[config.mk]
export PLATFORM = sky130hd
export DESIGN_NAME = arbiter_rr_ffs
export DESIGN_NICKNAME = d
export VERILOG_FILES = /design/src/rtl/arbiter_rr_ffs.sv
export SDC_FILE = /design/constraint.sdc
export NUM_CORES = 1
export LEC_CHECK = 0
export ABC_AREA = 1
export BUFFER_PORTS_ARGS = -buffer_cell sky130_fd_sc_hd__buf_2
export CAP_MARGIN = 15
export CORE_MARGIN = 1.5
export CORE_UTILIZATION = 30
export DETAILED_ROUTE_END_ITERATION = 16
export GPL_ROUTABILITY_DRIVEN = 0
export GPL_TIMING_DRIVEN = 0
export PLACE_DENSITY = 0.51
export SLEW_MARGIN = 20
export SYNTH_ARGS = -nofsm -noshare
export SYNTH_HDL_FRONTEND = slang
export SYNTH_SLANG_ARGS = --single-unit
[constraint.sdc]
create_clock -name i_clk -period 2.7 [get_ports i_clk]
set_clock_uncertainty 0.2 [all_clocks]
set_input_delay 0.135 -clock i_clk [delete_from_list [all_inputs] [get_ports i_clk]]
set_output_delay 0.135 -clock i_clk [all_outputs]
set_load 0.02 [all_outputs]
[src/rtl/arbiter_rr_ffs.sv]
// ---------------------------------------------------------------------------
// arbiter_rr_ffs
//   Round-robin arbiter that shares one downstream resource between CLIENTS
//   requesters. A grant is registered and held until the granted client
//   acknowledges it. On the acknowledge edge the arbiter immediately picks the
//   next winner, so grants can follow each other without an idle cycle.
//
//   The winner is picked with two find-first-set searches:
//   - one over the requests strictly above the last served client;
//   - one over the raw request vector, used when the first search is empty.
//
// Ports
//   i_clk        clock, rising edge
//   i_rst        synchronous active-high reset
//   i_block_arb  suppresses new grants (an active grant is kept)
//   i_req        level-sensitive request vector, one bit per client
//   i_gnt_ack    acknowledge vector; only the granted client's bit matters
//   o_gnt_valid  a grant is active
//   o_gnt        one-hot grant, zero when no grant is active
//   o_gnt_id     binary index of the granted client
// ---------------------------------------------------------------------------
module arbiter_rr_ffs #(
  parameter int CLIENTS       = 8,
  parameter     INSTANCE_NAME = "ARB",
  localparam int IDW          = (CLIENTS > 1) ? $clog2(CLIENTS) : 1
) (
  input  logic               i_clk,
  input  logic               i_rst,
  input  logic               i_block_arb,
  input  logic [CLIENTS-1:0] i_req,
  input  logic [CLIENTS-1:0] i_gnt_ack,
  output logic               o_gnt_valid,
  output logic [CLIENTS-1:0] o_gnt,
  output logic [IDW-1:0]     o_gnt_id
);

  typedef enum logic {
    IDLE,
    GRANT
  } state_t;

  state_t             state;
  logic [IDW-1:0]     r_last;

  logic [IDW-1:0]     base;
  logic [CLIENTS-1:0] mask;
  logic [CLIENTS-1:0] masked;
  logic [IDW:0]       ffs_masked;
  logic [IDW:0]       ffs_raw;
  logic [IDW-1:0]     winner;
  logic [CLIENTS-1:0] gnt_next;
  logic               arb_ok;
  logic               ack_ok;

  // The label is for debug only; folding it into a dummy signal keeps it
  // referenced without giving it any functional effect.
  logic unused_name;
  assign unused_name = ^INSTANCE_NAME;

  // Returns {found, index} of the lowest set bit. Scanning from the top down
  // lets the lowest set bit overwrite any higher one.
  function automatic logic [IDW:0] find_first_set(input logic [CLIENTS-1:0] vec);
    logic [IDW:0] res;
    res = '0;
    for (int i = CLIENTS - 1; i >= 0; i--) begin
      if (vec[i]) begin
        res = {1'b1, IDW'(i)};
      end
    end
    return res;
  endfunction

  // Winner selection. In GRANT the arbitration only matters on the ack edge,
  // where the priority base is the client being acknowledged right now
  // (r_last still holds the previous one at that point).
  always_comb begin
    base = (state == GRANT) ? o_gnt_id : r_last;
    mask = '0;
    for (int i = 0; i < CLIENTS; i++) begin
      mask[i] = (i > int'(base));
    end
    masked     = i_req & mask;
    ffs_masked = find_first_set(masked);
    ffs_raw    = find_first_set(i_req);
    winner     = ffs_masked[IDW] ? ffs_masked[IDW-1:0] : ffs_raw[IDW-1:0];
    gnt_next   = '0;
    gnt_next[winner] = 1'b1;
    arb_ok     = !i_block_arb && (i_req != '0);
    ack_ok     = i_gnt_ack[o_gnt_id];
  end

  // Grant FSM with registered outputs. r_last moves only on reset or on an
  // honoured acknowledge, which is what makes the rotation fair.
  always_ff @(posedge i_clk) begin
    if (i_rst) begin
      state       <= IDLE;
      r_last      <= IDW'(CLIENTS - 1);
      o_gnt_valid <= 1'b0;
      o_gnt       <= '0;
      o_gnt_id    <= '0;
    end else begin
      case (state)
        IDLE: begin
          if (arb_ok) begin
            state       <= GRANT;
            o_gnt_valid <= 1'b1;
            o_gnt       <= gnt_next;
            o_gnt_id    <= winner;
          end
        end
        GRANT: begin
          if (ack_ok) begin
            r_last <= o_gnt_id;
            if (arb_ok) begin
              o_gnt_valid <= 1'b1;
              o_gnt       <= gnt_next;
              o_gnt_id    <= winner;
            end else begin
              state       <= IDLE;
              o_gnt_valid <= 1'b0;
              o_gnt       <= '0;
              o_gnt_id    <= '0;
            end
          end
        end
        default: begin
          state       <= IDLE;
          o_gnt_valid <= 1'b0;
          o_gnt       <= '0;
          o_gnt_id    <= '0;
        end
      endcase
    end
  end

endmodule

-- Word level (Yosys, flattened, before mapping)
Cells that the tools add are included.
- flip-flop bits (word level): 16
- output and inout port bits: 12
- order comparisons: 10
- bitwise gates (word level): 2
- reduce and logical (&&, ||, !) cells: 6
- equal/unequal tests: 2
- multiplexer cells: 36
- operators by type and width (operator ; count):
    2-to-1 mux 3 bit ; 13
    2-to-1 mux 4 bit ; 8
    2-to-1 mux 8 bit ; 3
    case mux 8 bit (2 select lines) ; 1
    > comparator 3 bit, first input constant ; 4
    AND 8 bit ; 1
    less-than comparator 3 x 4 -> 1 bit, second input constant ; 2
    nonzero test 8 bit ; 1
    > comparator 2 x 3 -> 1 bit, first input constant ; 2
    2-to-1 mux 1 bit ; 6
    case mux 3 bit (2 select lines) ; 1
    case mux 1 bit (2 select lines) ; 2
    AND reduction 2 bit ; 2
    binary-select mux 1 bit (select 3 bit) ; 1
    demux 1 bit (select 3 bit) ; 1
    greater-or-equal comparator 3 x 1 -> 1 bit, second input constant ; 1
    > comparator 1 x 3 -> 1 bit, first input constant ; 1
    logical AND 1 bit ; 2
    inequality test 2 x 1 -> 1 bit, second input constant ; 1
    inequality test 2 bit, second input constant ; 1
    logical NOT 1 bit ; 1
    NOT 1 bit ; 1

-- Depth between registers and ports, before layout
Gate-level depths: netlist (run 1).
- depth after elaboration: 19
- gate-level depth with buffers: 15
- gate-level depth less buffers: 14

-- Least setup slack after synthesis (run 1)
OpenSTA, ideal clock, no wires.
- kind: reg-to-reg
- start point: reg o_gnt_id[1]
- end point: reg o_gnt[1]
- library setup time: 67 ps
- stages on the path, launching flop included: 15
- path slack: 866 ps
- arrival time: 1566 ps
- clock period less this slack: 1834 ps
- cell sequence: dfxtp_1 > inv_1 > nand2_1 > nand2_2 > nand2_4 > nand2_2 > nand2_4 > nand2_4 > nor2_8 > nand2_1 > nand2_2 > nand3_2 > inv_1 > nand3_2 > a21oi_2
- cells in the longest elaborated chain, start to end: 19
- elaborated cells between the ends (all ways): 31
- classes of those cells: 9 x order compare; 1 x eq/ne; 18 x mux; 1 x bitwise; 2 x reduce/logical
- ends and longest elaborated chain (item ; line ; text):
    start, declared ; 34 ; output logic [IDW-1:0] o_gnt_id
    start signal, assigned ; 108 ; o_gnt_id <= winner;
    start signal, assigned ; 117 ; o_gnt_id <= winner;
    2-to-1 mux 3 bit ; 77 ; base = (state == GRANT) ? o_gnt_id : r_last;
    > comparator 3 bit ; 80 ; mask[i] = (i > int'(base));
    AND 8 bit ; 82 ; masked = i_req & mask;
    2-to-1 mux 4 bit (8 in series) ; 66 ; if (vec[i]) begin
    2-to-1 mux 3 bit ; 85 ; winner = ffs_masked[IDW] ? ffs_masked[IDW-1:0] : ffs_raw[IDW-1:0];
    less-than comparator 3 x 4 -> 1 bit (not written as such) / greater-or-equal comparator 3 x 1 -> 1 bit (equally long branches) ; 87 ; gnt_next[winner] = 1'b1;
    logical AND 1 bit (not written as such) ; 87 ;
    2-to-1 mux 1 bit (not written as such) ; 87 ;
    demux 1 bit (select 3 bit) ; 87 ;
    2-to-1 mux 8 bit ; 114 ; if (arb_ok) begin
    2-to-1 mux 8 bit ; 112 ; if (ack_ok) begin
    case mux 8 bit (2 select lines) ; 102 ; case (state)
    end signal, assigned ; 107 ; o_gnt <= gnt_next;
    end signal, assigned ; 116 ; o_gnt <= gnt_next;
    end, declared ; 33 ; output logic [CLIENTS-1:0] o_gnt,
Parallel ways exist; a longest one is shown, timed or not. The select of a mux whose other input is x is not followed.
A chain may end at the register's enable or synchronous reset.

-- Worst setup path in the final report (run 1)
- start point: reg o_gnt_id[0]
- end point: reg o_gnt[2]
Same word-level chain as after synthesis.

==> summary.txt, run 1 <==
Floorplan
  – IO Count: 31
  – Die area: approximately 4600 sq um
  – Die X: between 60 and 70 microns
  – Row cnt: 23
  – Die height: approximately 67 microns
  – Initial Util: about 31%
  – Core box area: between 4000 and 5000 sq um

Drt
  – Wire length per cell: 9.89 microns
  – Pre-Repair DR Iteration Count: 4
  – Vias/cell: roughly 4.4
  – DRC violations left: 0
  – Routed WL: between 2000 and 3000 microns
  – Via Count: between 1k and 1.5k
  – Post-DRT Antenna Nets: 0
  – Drt initial violations: 28

Final layout
  – Most frequent cells in the layout: 43 x nand2_1, 30 x buf_2, 26 x nor2_1
  – Multi-input logic area: 802 sq um
  – Final Non-Filler Cells: roughly 270
  – P&R area growth vs syn: 22.3%
  – Share of layout cells above drive strength 1: about 36%
  – N_diodes: 0
  – Post-Layout Inst Area: roughly 1500 sq um
  – Reg area: 320 sq um
  – Commonest non-fill, non-tap cell in the layout: nand2_1
  – Fill cells: 445
  – Layout Nets: 235

CTS
  – Post_cts resized: 0
  – Clock transition at path regs: around 70 ps
  – Postcts setup bufs: 0
  – CTS tree: yes
  – Clock latency on the worst-skew pair: 250 ps
  – TritonCTS buffer count: 3
  – Clock buffer depth: 2
  – CTS Root Cell: clkbuf_8
  – Clk sinks: 16
  – H-tree depth: 1

Logic synthesis
  – Ys Warns: 0
  – Avg Cell Area, Syn: 6.93 sq um
  – Syn_nets: roughly 200
  – Sequential share of the synthesized area: 25.7%
  – Post-Syn Instances: 180
  – Mapped cell area: ~1200 sq um
  – Post-synthesis adder-cell area fraction: 0%
  – Number of flops mapped to enable cells by yosys: 0
  – Commonest register cell after synthesis: dfxtp_1
  – Mux cell area share after synthesis: 0%
  – Compound-Gate Fraction of Synth Area: between 10% and 20%
  – XOR/XNOR Fraction of Synth Area: 0%
  – Distinct cells, synth: 26
  – Simple-gate share of the synthesized area: between 50% and 60%
  – Synth async-reset ratio: 0%
  – Seq cells post-synth: 16
  – Largest family of logic cells by synthesized area: simple AND/OR/NAND/NOR gates

Timing
  – Final setup viols: 0
  – Post-route minimum period: 1930 ps
  – Pins Over Slew Limit: 0
  – Least-Margin Pin Slew: about 500 ps
  – Final worst slack: around 770 ps
  – Final hold violation count: 0
  – RSZ-0062 raised after global routing: no
  – Hold WS: ~28 ps
  – Fmax: just over 500 MHz
  – Fin Setup TNS: 0 ps
  – Headroom to the max-slew limit: approximately two thirds
  – Final period utilization: between 70% and 80%

Power and ir drop
  – Power Density: 570 nW/um^2
  – Leak Pwr: just under 0.8 nW
  – VDD IR max: ~350 uV

Placed design
  – Pre-CTS WS: around 770 ps
  – Area of placed instances: between 1000 and 1500 sq um
  – PortBufs: 30
  – # placed instances: between 200 and 300
  – Dpl hpwl: 2180 microns

Outcome
  – Status: finished clean

Critical path
  – Worst-path fanout max: 9
  – WP data required: between 2000 and 3000 ps
  – Type of origin of the critical path: register
  – Kind of critical path: reg -> reg
  – Crit. End Element: register
  – Worst path arrival time: roughly 1900 ps

Global routing
  – GR Util All Layers: approximately 13%
  – Antenna violations before repair: 0
  – Vias in the first global route: between 1k and 1.5k
  – GRT overflow: 0
  – First-pass GRT wire length: 4460 microns
  – Largest net degree at the start of global routing: 11

Hold path
  – HP Class: in -> reg

Flow run
  – Max Cap Viol: 0
## metal layers
metal | vias up | share of wire, % | GRT usage (%)
li1 | 635 | - | -
met1 | 499 | 47 | 16.9
met2 | 18 | 49 | 21.0
met3 | 2 | 3.5 | 3.00
met4 | 0 | 0.50 | 2.30
met5 | - | 0 | 0
## final cells by class
class / count / area share (%)
tap: 50 / 4.10
buffer: 2 / 0.984
inverter: 28 / 7.22
sequential: 16 / 21.0
timing repair buffer: 31 / 10.5
clock buffer: 4 / 3.61
multi-input combinational: 134 / 52.6
## sequential cells by signal, summed over array words and instances, names as in the netlist
signal / cells
o_gnt_valid: 1
o_gnt_id: 3
r_last: 3
state: 1
o_gnt: 8
## synth_stat cells (3+ instances only)
master | n | area share (%)
nand2_1 | 43 | 13
nor2_1 | 26 | 7.8
inv_1 | 22 | 6.6
dfxtp_1 | 16 | 26
a21oi_1 | 12 | 4.8
nand2_2 | 10 | 5.0
nand3_1 | 9 | 3.6
nand2_4 | 8 | 7.2
nand3_2 | 7 | 5.6
inv_2 | 5 | 1.5
a21oi_2 | 3 | 2.1
o21ai_0 | 3 | 1.2
## what timing repair did
action	in CTS	in global routing
hold buffers	1	0
setup endpoints to repair	0	0
endpoints found under the hold margin	3	0
## worst paths after layout
kind	slack, ps	to	start	cells after the start
min reg2reg	270	o_gnt[7]	o_gnt[7]	2
min	30	state	i_block_arb	3
max	770	o_gnt[2]	o_gnt_id[0]	10
max reg2reg	770	o_gnt[2]	o_gnt_id[0]	10
## kinds of logic (layout without fill, tap and decap cells)
family	Yosys count	in the layout
compound gates	24	24
buf+inv	30	65
flops	16	16
simple gates	110	110
## critical path, cell delays in order (launching register included)
cell	delay, ps
dfxtp_1	480
nor2_1	90
nor2_1	80
o21ai_0	90
nand3_1	110
nand2_2	110
a21oi_4	280
nand4_2	180
nor2_1	120
nor2_1	50
nor2_1	90
## power by group
group | internal (mW) | switching, mW
sequential | 0.261 | 0.0194
clock | 0.129 | 0.0843
combinational | 0.129 | 0.247
## metrics by stage
stage                     utilization [%]  total power, mW
after floorplan                         -            0.582
after global placement               36.5            0.664
after detailed placement             36.5            0.665
after CTS                            38.1            0.880
after global routing                 38.1            0.938
final                                38.1            0.869
(Power assumes the default switching activity.)
==> inputs of run 2 (changes only) <==
clock period = 2 ns   (was 2.7 ns; I/O delays follow)
==> run 2 against run 1 <==
Against the previous run:
- highest routed layer unchanged
- worst hold slack better by 160 ps
- final area grew 6.4%
- global-route usage is essentially flat
- die area unchanged
- power increased by 41%
- core utilization increased by 2.4 points
- largest power group unchanged
- combinational power is 48% higher
- maximum frequency grew 2.1%
- count of clock-buffer cells in the layout unchanged
- non-clock buffer count rose by 7
- final cell count up 2.6%
==> summary.txt, run 2 (synthesis gave the netlist of run 1 again) <==
Timing
  – Least-Margin Pin Slew: 485 ps
  – RSZ-0062 raised after global routing: yes
  – Fin Setup TNS: 0 ps
  – Fmax: approximately 530 MHz
  – Final period utilization: a little over nine tenths
  – Post-route minimum period: approximately 1900 ps
  – Pins Over Slew Limit: 0
  – Final hold violation count: 0
  – Headroom to the max-slew limit: 67.7%
  – Final setup viols: 0

CTS
  – Clk sinks: 16
  – Clock latency on the worst-skew pair: roughly 250 ps
  – CTS Root Cell: clkbuf_8
  – Clock transition at path regs: roughly 60 ps
  – H-tree depth: 1
  – CTS tree: yes
  – Clock buffer depth: 2
  – TritonCTS buffer count: 3

Critical path
  – Register-to-register setup slack: around 110 ps
  – Type of origin of the critical path: register
  – Reg2Reg Depth: 13
  – Worst r2r dst: o_gnt[3]
  – Worst path arrival time: roughly 1900 ps
  – Setup crit start: state
  – Worst-path fanout max: 8
  – WP data required: slightly below 2000 ps
  – R2r startpoint: state
  – Crit. End Element: register
  – Kind of critical path: reg -> reg

Drt
  – Pre-Repair DR Iteration Count: 4
  – Wire length per cell: about 9.9 microns
  – Vias/cell: roughly 4.4
  – Routed WL: about 2700 microns
  – DRC violations left: 0
  – Via Count: about 1.2k
  – Drt initial violations: 29
  – Post-DRT Antenna Nets: 0

Outcome
  – Status: finished clean

Hold path
  – Worst Hold Launch: i_req[0]
  – Hold path cells: 6
  – HP Class: in -> reg
  – Hold Crit Endpoint: o_gnt_id[0]

Final layout
  – Reg area: around 330 sq um
  – Biggest regs: o_gnt x8, o_gnt_id x3, r_last x3
  – Final Non-Filler Cells: 272
  – Most frequent cells in the layout: 41 x nand2_1, 30 x buf_2, 25 x nor2_1
  – P&R area growth vs syn: 30.1%
  – Share of layout cells above drive strength 1: around 41%
  – Commonest non-fill, non-tap cell in the layout: nand2_1
  – Top reg by flops: o_gnt
  – Layout Nets: between 200 and 250
  – N_diodes: 0
  – Multi-input logic area: 838 sq um
  – Max reg flops: 8
  – Fill cells: between 400 and 500

Floorplan
  – Die height: 67.5 microns
  – Die X: between 60 and 70 microns
  – IO Count: 31
  – Initial Util: 31.2%
  – Die area: around 4600 sq um
  – Core box area: 4000 sq um
  – Row cnt: 23

Global routing
  – GRT overflow: 0
  – GR Util All Layers: approximately an eighth
  – Vias in the first global route: 1,044
  – Antenna violations before repair: 0
  – First-pass GRT wire length: 4470 microns
  – Largest net degree at the start of global routing: 11

Power and ir drop
  – Switching part of the total: 40.2%
  – Leak Pwr: roughly 0.82 nW
  – Power Density: 756 nW/um^2
  – Sequential share of power: between 30% and 40%
  – Clock share of power: roughly a quarter
  – Internal power: about 730 uW
  – P_sw: 493 uW
  – VDD IR max: 502 uV
  – Combinational share of power: a little under half

Placed design
  – # placed instances: 260
  – Dpl hpwl: 2180 microns
  – PortBufs: 30

Flow run
  – Max Cap Viol: 0
[run 2: cell count changes in the layout (fill, tap and decap cells not counted), moves of 2 or more]
cell and change:
dfxtp_1 -3, nand2_1 -2, buf_4 +6, dfxtp_2 +2
[run 2: metal layers]
metal / vias up / GRT usage [%] / wire, microns
met4: 0 / 2.30 / 14
li1: 650 / - / -
met2: 18 / 21.0 / 1330
met3: 2 / 3.00 / 97
met5: - / 0 / 0
met1: 514 / 17.0 / 1260
[run 2: worst max-delay path by stage]
stage	endpoint	slack, ps	depth (start not counted)
CTS	o_gnt[4]	40	12
global route	o_gnt[7]	-20	13
finish	o_gnt[3]	110	13
detailed placement	o_gnt[3]	70	12
global placement	o_gnt[3]	70	12
floorplan	o_gnt[1]	170	14
[run 2: worst max-delay path: stages (launching register included)]
cell	delay, ps
dfxtp_2	320
buf_6	140
inv_6	50
nand2_2	60
nand2_2	70
nand2_4	90
nand2_2	60
nand2_4	70
nand2_4	60
nor2_8	150
nand3_4	120
a21oi_1	170
nand3_1	90
a21oi_1	140
[run 2: what timing repair did]
| item | 4_1_cts | 5_1_grt |
|---|---|---|
| gates resized for setup | 0 | 11 |
| hold endpoints to repair | 5 | 0 |
| setup buffers | 0 | 6 |
| hold buffers | 2 | 0 |
| endpoints found under the setup margin | 0 | 11 |
[run 2: layout make-up]
type                            instances  share of cell area (%)
Sequential cell                        16                    20.1
Multi-Input combinational cell        134                    51.7
Tap cell                               50                    3.86
Timing Repair Buffer                   38                    13.3
Clock buffer                            4                    3.39
Inverter                               28                    6.78
Buffer                                  2                   0.925
[run 2: metrics by stage]
| stage | power (mW) | instance area (sq um) | setup slack (ps) | utilization [%] | hold WS, ps |
|---|---|---|---|---|---|
| final | 1.23 | 1620 | 113 | 40.6 | 192 |
| after global routing | 1.32 | 1620 | -21.9 | 40.6 | 223 |
| after CTS | 1.19 | 1540 | 36.6 | 38.4 | 192 |
| after detailed placement | 0.897 | 1460 | 69.1 | 36.5 | 147 |
| after global placement | 0.897 | 1460 | 66.8 | 36.5 | 147 |
| after floorplan | 0.785 | 1250 | 166 | - | -37.6 |
[run 2: power groups by stage]
| stage | clock network [mW] | logic [mW] | registers [mW] |
|---|---|---|---|
| after detailed placement | 0 | 0.511 | 0.386 |
| after CTS | 0.294 | 0.516 | 0.379 |
| after global placement | 0 | 0.510 | 0.387 |
| final | 0.290 | 0.557 | 0.380 |
| after floorplan | 0 | 0.374 | 0.411 |
| after global routing | 0.310 | 0.623 | 0.386 |
